==> src/rtl/hdlc_pkg.sv <==
// rtl/hdlc_pkg.sv - shared types and constants for the HDLC transmit path
package hdlc_pkg;

    typedef enum logic [2:0] {
        ST_IDLE       = 3'd0,
        ST_OPEN_FLAG  = 3'd1,
        ST_DATA       = 3'd2,
        ST_FCS        = 3'd3,
        ST_CLOSE_FLAG = 3'd4,
        ST_ABORT      = 3'd5
    } tx_state_t;

    localparam logic [7:0]  HDLC_FLAG   = 8'h7E;
    localparam logic [15:0] CRC_INIT    = 16'hFFFF;
    localparam logic [15:0] CRC_POLY_R  = 16'h8408;
    localparam logic [2:0]  STUFF_LIMIT = 3'd5;

endpackage

==> src/rtl/hdlc_tx_crc16.sv <==
// rtl/hdlc_tx_crc16.sv - bit-serial reflected CRC-16 (X.25) accumulator
module hdlc_tx_crc16
    import hdlc_pkg::*;
(
    input  logic        Clk,
    input  logic        Rst,
    input  logic        clear,
    input  logic        enable,
    input  logic        data_bit,
    output logic [15:0] crc
);

    always_ff @(posedge Clk) begin
        if (Rst || clear) begin
            crc <= CRC_INIT;
        end else if (enable) begin
            crc <= {1'b0, crc[15:1]} ^ ((crc[0] ^ data_bit) ? CRC_POLY_R : 16'h0000);
        end
    end

endmodule

==> src/rtl/hdlc_tx_framer.sv <==
// rtl/hdlc_tx_framer.sv - HDLC transmit framer with flags, zero stuffing, FCS and abort
module hdlc_tx_framer
    import hdlc_pkg::*;
#(
    parameter bit FCS_EN = 1'b1
) (
    input  logic       Clk,
    input  logic       Rst,
    input  logic       Tx_Start,
    input  logic [7:0] Tx_Data,
    input  logic       Tx_DataValid,
    input  logic       Tx_DataLast,
    output logic       Tx_DataReady,
    input  logic       Tx_AbortFrame,
    output logic       Tx,
    output logic       Tx_ValidFrame,
    output logic       Tx_Done,
    output logic       Tx_AbortedTrans
);

    tx_state_t   state, state_n;
    logic [3:0]  bit_cnt, bit_cnt_n, cnt_inc, bit_top;
    logic [15:0] shreg, shreg_n;
    logic [2:0]  ones, ones_n;
    logic        last_byte, last_byte_n;
    logic        tx_n, valid_n, done_n, aborted_n;
    logic        crc_clr, crc_en, crc_bit, nbit;
    logic        stuff_due, abort_req, need_byte;
    logic [15:0] crc;

    hdlc_tx_crc16 u_crc (
        .Clk      (Clk),
        .Rst      (Rst),
        .clear    (crc_clr),
        .enable   (crc_en),
        .data_bit (crc_bit),
        .crc      (crc)
    );

    // bit_cnt always indexes the data bit most recently placed on Tx; a stuffed zero leaves it unchanged
    assign cnt_inc   = bit_cnt + 4'd1;
    assign bit_top   = (state == ST_FCS) ? 4'd15 : 4'd7;
    assign stuff_due = (ones == STUFF_LIMIT);
    assign abort_req = Tx_AbortFrame &&
                       (state == ST_OPEN_FLAG || state == ST_DATA || state == ST_FCS);
    assign need_byte = !abort_req && (bit_cnt == 4'd7) &&
                       ((state == ST_OPEN_FLAG) ||
                        (state == ST_DATA && !last_byte && !stuff_due));
    assign Tx_DataReady = need_byte && !Rst;

    always_comb begin
        state_n     = state;
        bit_cnt_n   = bit_cnt;
        shreg_n     = shreg;
        ones_n      = ones;
        last_byte_n = last_byte;
        tx_n        = Tx;
        valid_n     = Tx_ValidFrame;
        done_n      = 1'b0;
        aborted_n   = 1'b0;
        crc_clr     = 1'b0;
        crc_en      = 1'b0;
        crc_bit     = 1'b0;
        nbit        = 1'b0;

        if (abort_req || (need_byte && !Tx_DataValid)) begin
            state_n   = ST_ABORT;
            bit_cnt_n = 4'd0;
            ones_n    = 3'd0;
            tx_n      = 1'b0;
            valid_n   = 1'b0;
            aborted_n = 1'b1;
        end else if (need_byte) begin
            state_n     = ST_DATA;
            shreg_n     = {8'h00, Tx_Data};
            last_byte_n = Tx_DataLast;
            bit_cnt_n   = 4'd0;
            tx_n        = Tx_Data[0];
            ones_n      = Tx_Data[0] ? ones + 3'd1 : 3'd0;
            crc_en      = 1'b1;
            crc_bit     = Tx_Data[0];
        end else begin
            case (state)
                ST_IDLE: begin
                    tx_n    = 1'b1;
                    valid_n = 1'b0;
                    if (Tx_Start) begin
                        state_n   = ST_OPEN_FLAG;
                        bit_cnt_n = 4'd0;
                        ones_n    = 3'd0;
                        tx_n      = HDLC_FLAG[0];
                        valid_n   = 1'b1;
                        crc_clr   = 1'b1;
                    end
                end
                ST_OPEN_FLAG, ST_CLOSE_FLAG: begin
                    if (bit_cnt != 4'd7) begin
                        bit_cnt_n = cnt_inc;
                        tx_n      = HDLC_FLAG[cnt_inc[2:0]];
                    end else begin
                        state_n = ST_IDLE;
                        tx_n    = 1'b1;
                        valid_n = 1'b0;
                        done_n  = 1'b1;
                    end
                end
                ST_DATA, ST_FCS: begin
                    if (stuff_due) begin
                        tx_n   = 1'b0;
                        ones_n = 3'd0;
                    end else if (bit_cnt != bit_top) begin
                        nbit      = shreg[cnt_inc];
                        bit_cnt_n = cnt_inc;
                        tx_n      = nbit;
                        ones_n    = nbit ? ones + 3'd1 : 3'd0;
                        crc_en    = (state == ST_DATA);
                        crc_bit   = nbit;
                    end else if (state == ST_DATA && FCS_EN) begin
                        // the CRC register already holds the last payload bit here
                        state_n   = ST_FCS;
                        shreg_n   = ~crc;
                        bit_cnt_n = 4'd0;
                        tx_n      = ~crc[0];
                        ones_n    = ~crc[0] ? ones + 3'd1 : 3'd0;
                    end else begin
                        state_n   = ST_CLOSE_FLAG;
                        bit_cnt_n = 4'd0;
                        ones_n    = 3'd0;
                        tx_n      = HDLC_FLAG[0];
                    end
                end
                ST_ABORT: begin
                    tx_n = 1'b1;
                    if (bit_cnt != 4'd7) begin
                        bit_cnt_n = cnt_inc;
                    end else begin
                        state_n = ST_IDLE;
                    end
                end
                default: begin
                    state_n = ST_IDLE;
                    tx_n    = 1'b1;
                    valid_n = 1'b0;
                end
            endcase
        end
    end

    always_ff @(posedge Clk) begin
        if (Rst) begin
            state           <= ST_IDLE;
            bit_cnt         <= 4'd0;
            shreg           <= 16'h0000;
            ones            <= 3'd0;
            last_byte       <= 1'b0;
            Tx              <= 1'b1;
            Tx_ValidFrame   <= 1'b0;
            Tx_Done         <= 1'b0;
            Tx_AbortedTrans <= 1'b0;
        end else begin
            state           <= state_n;
            bit_cnt         <= bit_cnt_n;
            shreg           <= shreg_n;
            ones            <= ones_n;
            last_byte       <= last_byte_n;
            Tx              <= tx_n;
            Tx_ValidFrame   <= valid_n;
            Tx_Done         <= done_n;
            Tx_AbortedTrans <= aborted_n;
        end
    end

endmodule

==> config.mk <==
export PLATFORM = sky130hd
export DESIGN_NAME = hdlc_tx_framer
export DESIGN_NICKNAME = d
export VERILOG_FILES = /design/src/rtl/hdlc_pkg.sv /design/src/rtl/hdlc_tx_crc16.sv /design/src/rtl/hdlc_tx_framer.sv
export SDC_FILE = /design/constraint.sdc
export NUM_CORES = 1
export LEC_CHECK = 0
export BUFFER_PORTS_ARGS = -buffer_cell sky130_fd_sc_hd__buf_2
export CORE_MARGIN = 4
export CORE_UTILIZATION = 50
export CTS_CLUSTER_DIAMETER = 200
export CTS_CLUSTER_SIZE = 16
export DETAILED_ROUTE_END_ITERATION = 12
export PLACE_DENSITY = 0.73
export REMOVE_ABC_BUFFERS = 1
export SETUP_SLACK_MARGIN = 0.02
export SYNTH_ARGS = -nofsm -noshare
export SYNTH_HDL_FRONTEND = slang
export SYNTH_HIERARCHICAL = 1
export SYNTH_SLANG_ARGS = --single-unit
export TNS_END_PERCENT = 20
==> constraint.sdc <==
create_clock -name Clk -period 3.15 [get_ports Clk]
set_clock_uncertainty 0.1 [all_clocks]
set_input_delay 0.1575 -clock Clk [delete_from_list [all_inputs] [get_ports Clk]]
set_output_delay 0.1575 -clock Clk [all_outputs]
set_load 0.005 [all_outputs]
==> impl_metrics.py <==
metrics = {
    "run_status": {
        "outcome": "complete, no violations",
    },
    "floorplan": {
        "initial_core_util_pct": 52.10,
        "die_area_mm2": 0.006181,
        "num_io_pins": 19,
        "die_w_um": 78.62,
        "die_y_um": 78.62,
        "coreArea_mm2": 0.004786,
        "rows": 25,
    },
    "yosys": {
        "synth.avg_cell_area_um2": 8.750,
        "synth_top_cell_by_area": "dfxtp_1",
        "synthCells": 285,
        "ys_top_cells_by_count": "47 x dfxtp_1, 46 x nor2_1, 21 x nand2_1, 20 x a21oi_1, 17 x mux2i_1",
        "yosys-top-cells-area": "dfxtp_1 38%, nor2_1 6.9%, mux2i_1 6.8%, a21oi_1 4.0%, a211oi_1 3.3%",
        "synth_warnings": 6,
        "synth-seq-cells": 47,
        "netlist_area_mm2": 0.002494,
        "synth_top_area_share_pct": 37.73,
        "synthArstFlopShare_pct": 0,
        "synth_top_flop_cell": "dfxtp_1",
        "synth_most_common_cell": "dfxtp_1",
        "yosysSeqAreaShare_pct": 37.73,
        "synth_edf_count": 0,
        "synthDistinctLibCells": 55,
    },
    "timing": {
        "max-slew-margin-rel_pct": 43.98,
        "layout_min_cycle_time_ns": 2.685,
        "hold_viol": 0,
        "finalCritPeriodShare_pct": 85.24,
        "tightest_slew_ns": 0.8331,
        "setup_viol": 0,
        "fmax_mhz": 372.4,
        "grt_setup_unrepaired": "no",
        "setup-tns-final_ns": 0,
        "holdWs_ns": 0.02842,
        "slew_viol_final": 0,
    },
    "worst_setup_path": {
        "r2r-start": "bit_cnt[1]",
        "critical_path_arrival_ns": 2.81,
        "critPathMaxFanout": 7,
        "end_kind": "flop",
        "cp_data_required_time_ns": 3.28,
        "startpoint_type": "flop",
        "cp-startpoint": "bit_cnt[1]",
        "r2r_slack_ns": 0.46,
        "path_class": "reg2reg",
    },
    "power": {
        "vdd_drop_max_v": 0.0002695,
        "power_density_mw_per_mm2": 575.7,
        "leakagePower_nw": 1.040,
        "power.total_mw": 1.593,
    },
    "clock_network": {
        "cts.repair.resized": 0,
        "clk_path_buf_depth": 2,
        "cts-root-buf": "clkbuf_8",
        "cts_setup_buffers": 0,
        "cts_buffers": 5,
        "hold_buffers": 1,
        "cts_tree": "done",
        "clock_latency_ns": 0.30,
        "clk_pin_slew_ns": 0.09,
        "cts.sinks": 47,
        "htreeDepth": 2,
    },
    "route": {
        "via_per_inst": 5.661,
        "route.detailed.drc": 0,
        "avgRoutedWirePerCell_um": 14.51,
        "drtPass1Iterations": 4,
        "vias": 2089,
        "ant_nets": 0,
        "drt_iter0_markers": 155,
        "wl_um": 5354,
    },
    "finish": {
        "antenna-diode-count": 0,
        "area_delta_synth_final_pct": 10.99,
        "seq_area_um2": 940.9,
        "final_util_pct": 57.83,
        "drive_gt1_share_pct": 16.89,
        "multi_input_area_mm2": 0.001433,
        "final_area_mm2": 0.002768,
        "num-fill-cells": 435,
        "fin_nets": 318,
    },
    "placed_design": {
        "routabilityCongestion": 0.8895,
        "detailed_place_hpwl_um": 3834,
        "placed_area_mm2": 0.002641,
        "portBuffers": 18,
    },
    "global_routing": {
        "gr-usage-all-layers_pct": 18.31,
        "overflow": 0,
        "grt_pass1_vias": 1850,
        "grt_pass1_wl_um": 8983,
        "antenna_found_initial": 0,
        "grt_max_degree": 27,
    },
    "job": {
        "maxCapViolCount": 0,
    },
    "hold_path": {
        "worstHoldStart": "Tx_Data[1]",
        "hold_path_class": "in2reg",
    },
}
-- where the power goes --
group / leakage (nW) / total, mW / switching [mW] / internal, mW
logic: 0.601 / 0.478 / 0.288 / 0.190
clock network: 0.0587 / 0.460 / 0.219 / 0.241
registers: 0.380 / 0.656 / 0.0331 / 0.623
-- per-stage QoR --
step,setup slack [ns],std cells
CTS,0.4580,369
detailed placement,0.5037,360
global placement,0.6065,360
floorplan,0.1878,266
finish,0.4648,369
global route,0.2770,369
-- worst paths after layout --
path                                 endpoint  cells after the start
worst max-delay path            u_crc/crc[10]                      8
worst min-delay path                 shreg[1]                      3
worst max register to register  u_crc/crc[10]                      8
worst min register to register        ones[1]                      1
-- registers in the layout, summed over array words and instances (netlist names) --
signal           flops
Tx_Done              1
shreg               16
ones                 3
Tx                   1
Tx_AbortedTrans      1
state                3
last_byte            1
bit_cnt              4
Tx_ValidFrame        1
u_crc/crc           16
-- layout make-up --
cell class                 count  area share [%]
multi-input combinational    212           51.76
sequential                    47           34.00
timing repair buffer          28           6.058
tap                           67           3.029
clock buffer                   5           2.486
clock inverter                 3           1.718
inverter                       7          0.9494
-- layout by cell type (no fill, tap or decap), drive strengths merged, types with 2 or more instances in the layout --
| master | instances |
|---|---|
| and2 | 2 |
| mux4 | 3 |
| a21oi | 20 |
| nand3b | 3 |
| mux2i | 17 |
| o31ai | 2 |
| nand2b | 4 |
| o21ai | 10 |
| nor2b | 6 |
| a21boi | 2 |
| nand2 | 21 |
| ha | 3 |
| nor3 | 15 |
| xnor2 | 5 |
| nand4 | 3 |
| nor4 | 2 |
| a22oi | 2 |
| clkbuf | 5 |
| dfxtp | 47 |
| buf | 27 |
| o211ai | 5 |
| nor3b | 3 |
| nand3 | 6 |
| nor2 | 46 |
| a211oi | 12 |
| o21a | 2 |
| xnor3 | 2 |
| inv | 8 |
| o221ai | 2 |
-- logic make-up (layout without fill, tap and decap cells) --
kind of cell,after synthesis,count (layout),share of synthesized area (%)
muxes,21,21,9.985
xor gates and xnor gates,7,7,4.315
adders and majority gates,3,3,1.505
buffers and inverters,26,43,4.967
and+or+nand+nor,115,115,23.33
AOI/OAI and AO/OA,66,66,18.16
DFF,47,47,37.73
-- metal layers --
metal,vias to the layer above,global-route usage (%),wire length (um)
met5,-,0,0
met3,7,3.670,240
met1,981,25.75,2556
li1,1048,-,-
met2,53,28.35,2487
met4,0,5.245,70
-- critical path, cell delays in order, from the launching register on --
cell and delay [ns]:
dfxtp_1 0.38, ha_1 0.39, xnor2_4 0.19, mux4_2 0.53, o211ai_1 0.23, a211oi_2 0.14, a32o_1 0.27, xnor3_1 0.19
o211ai_1 0.18
Power figures use the tool's default switching activity.
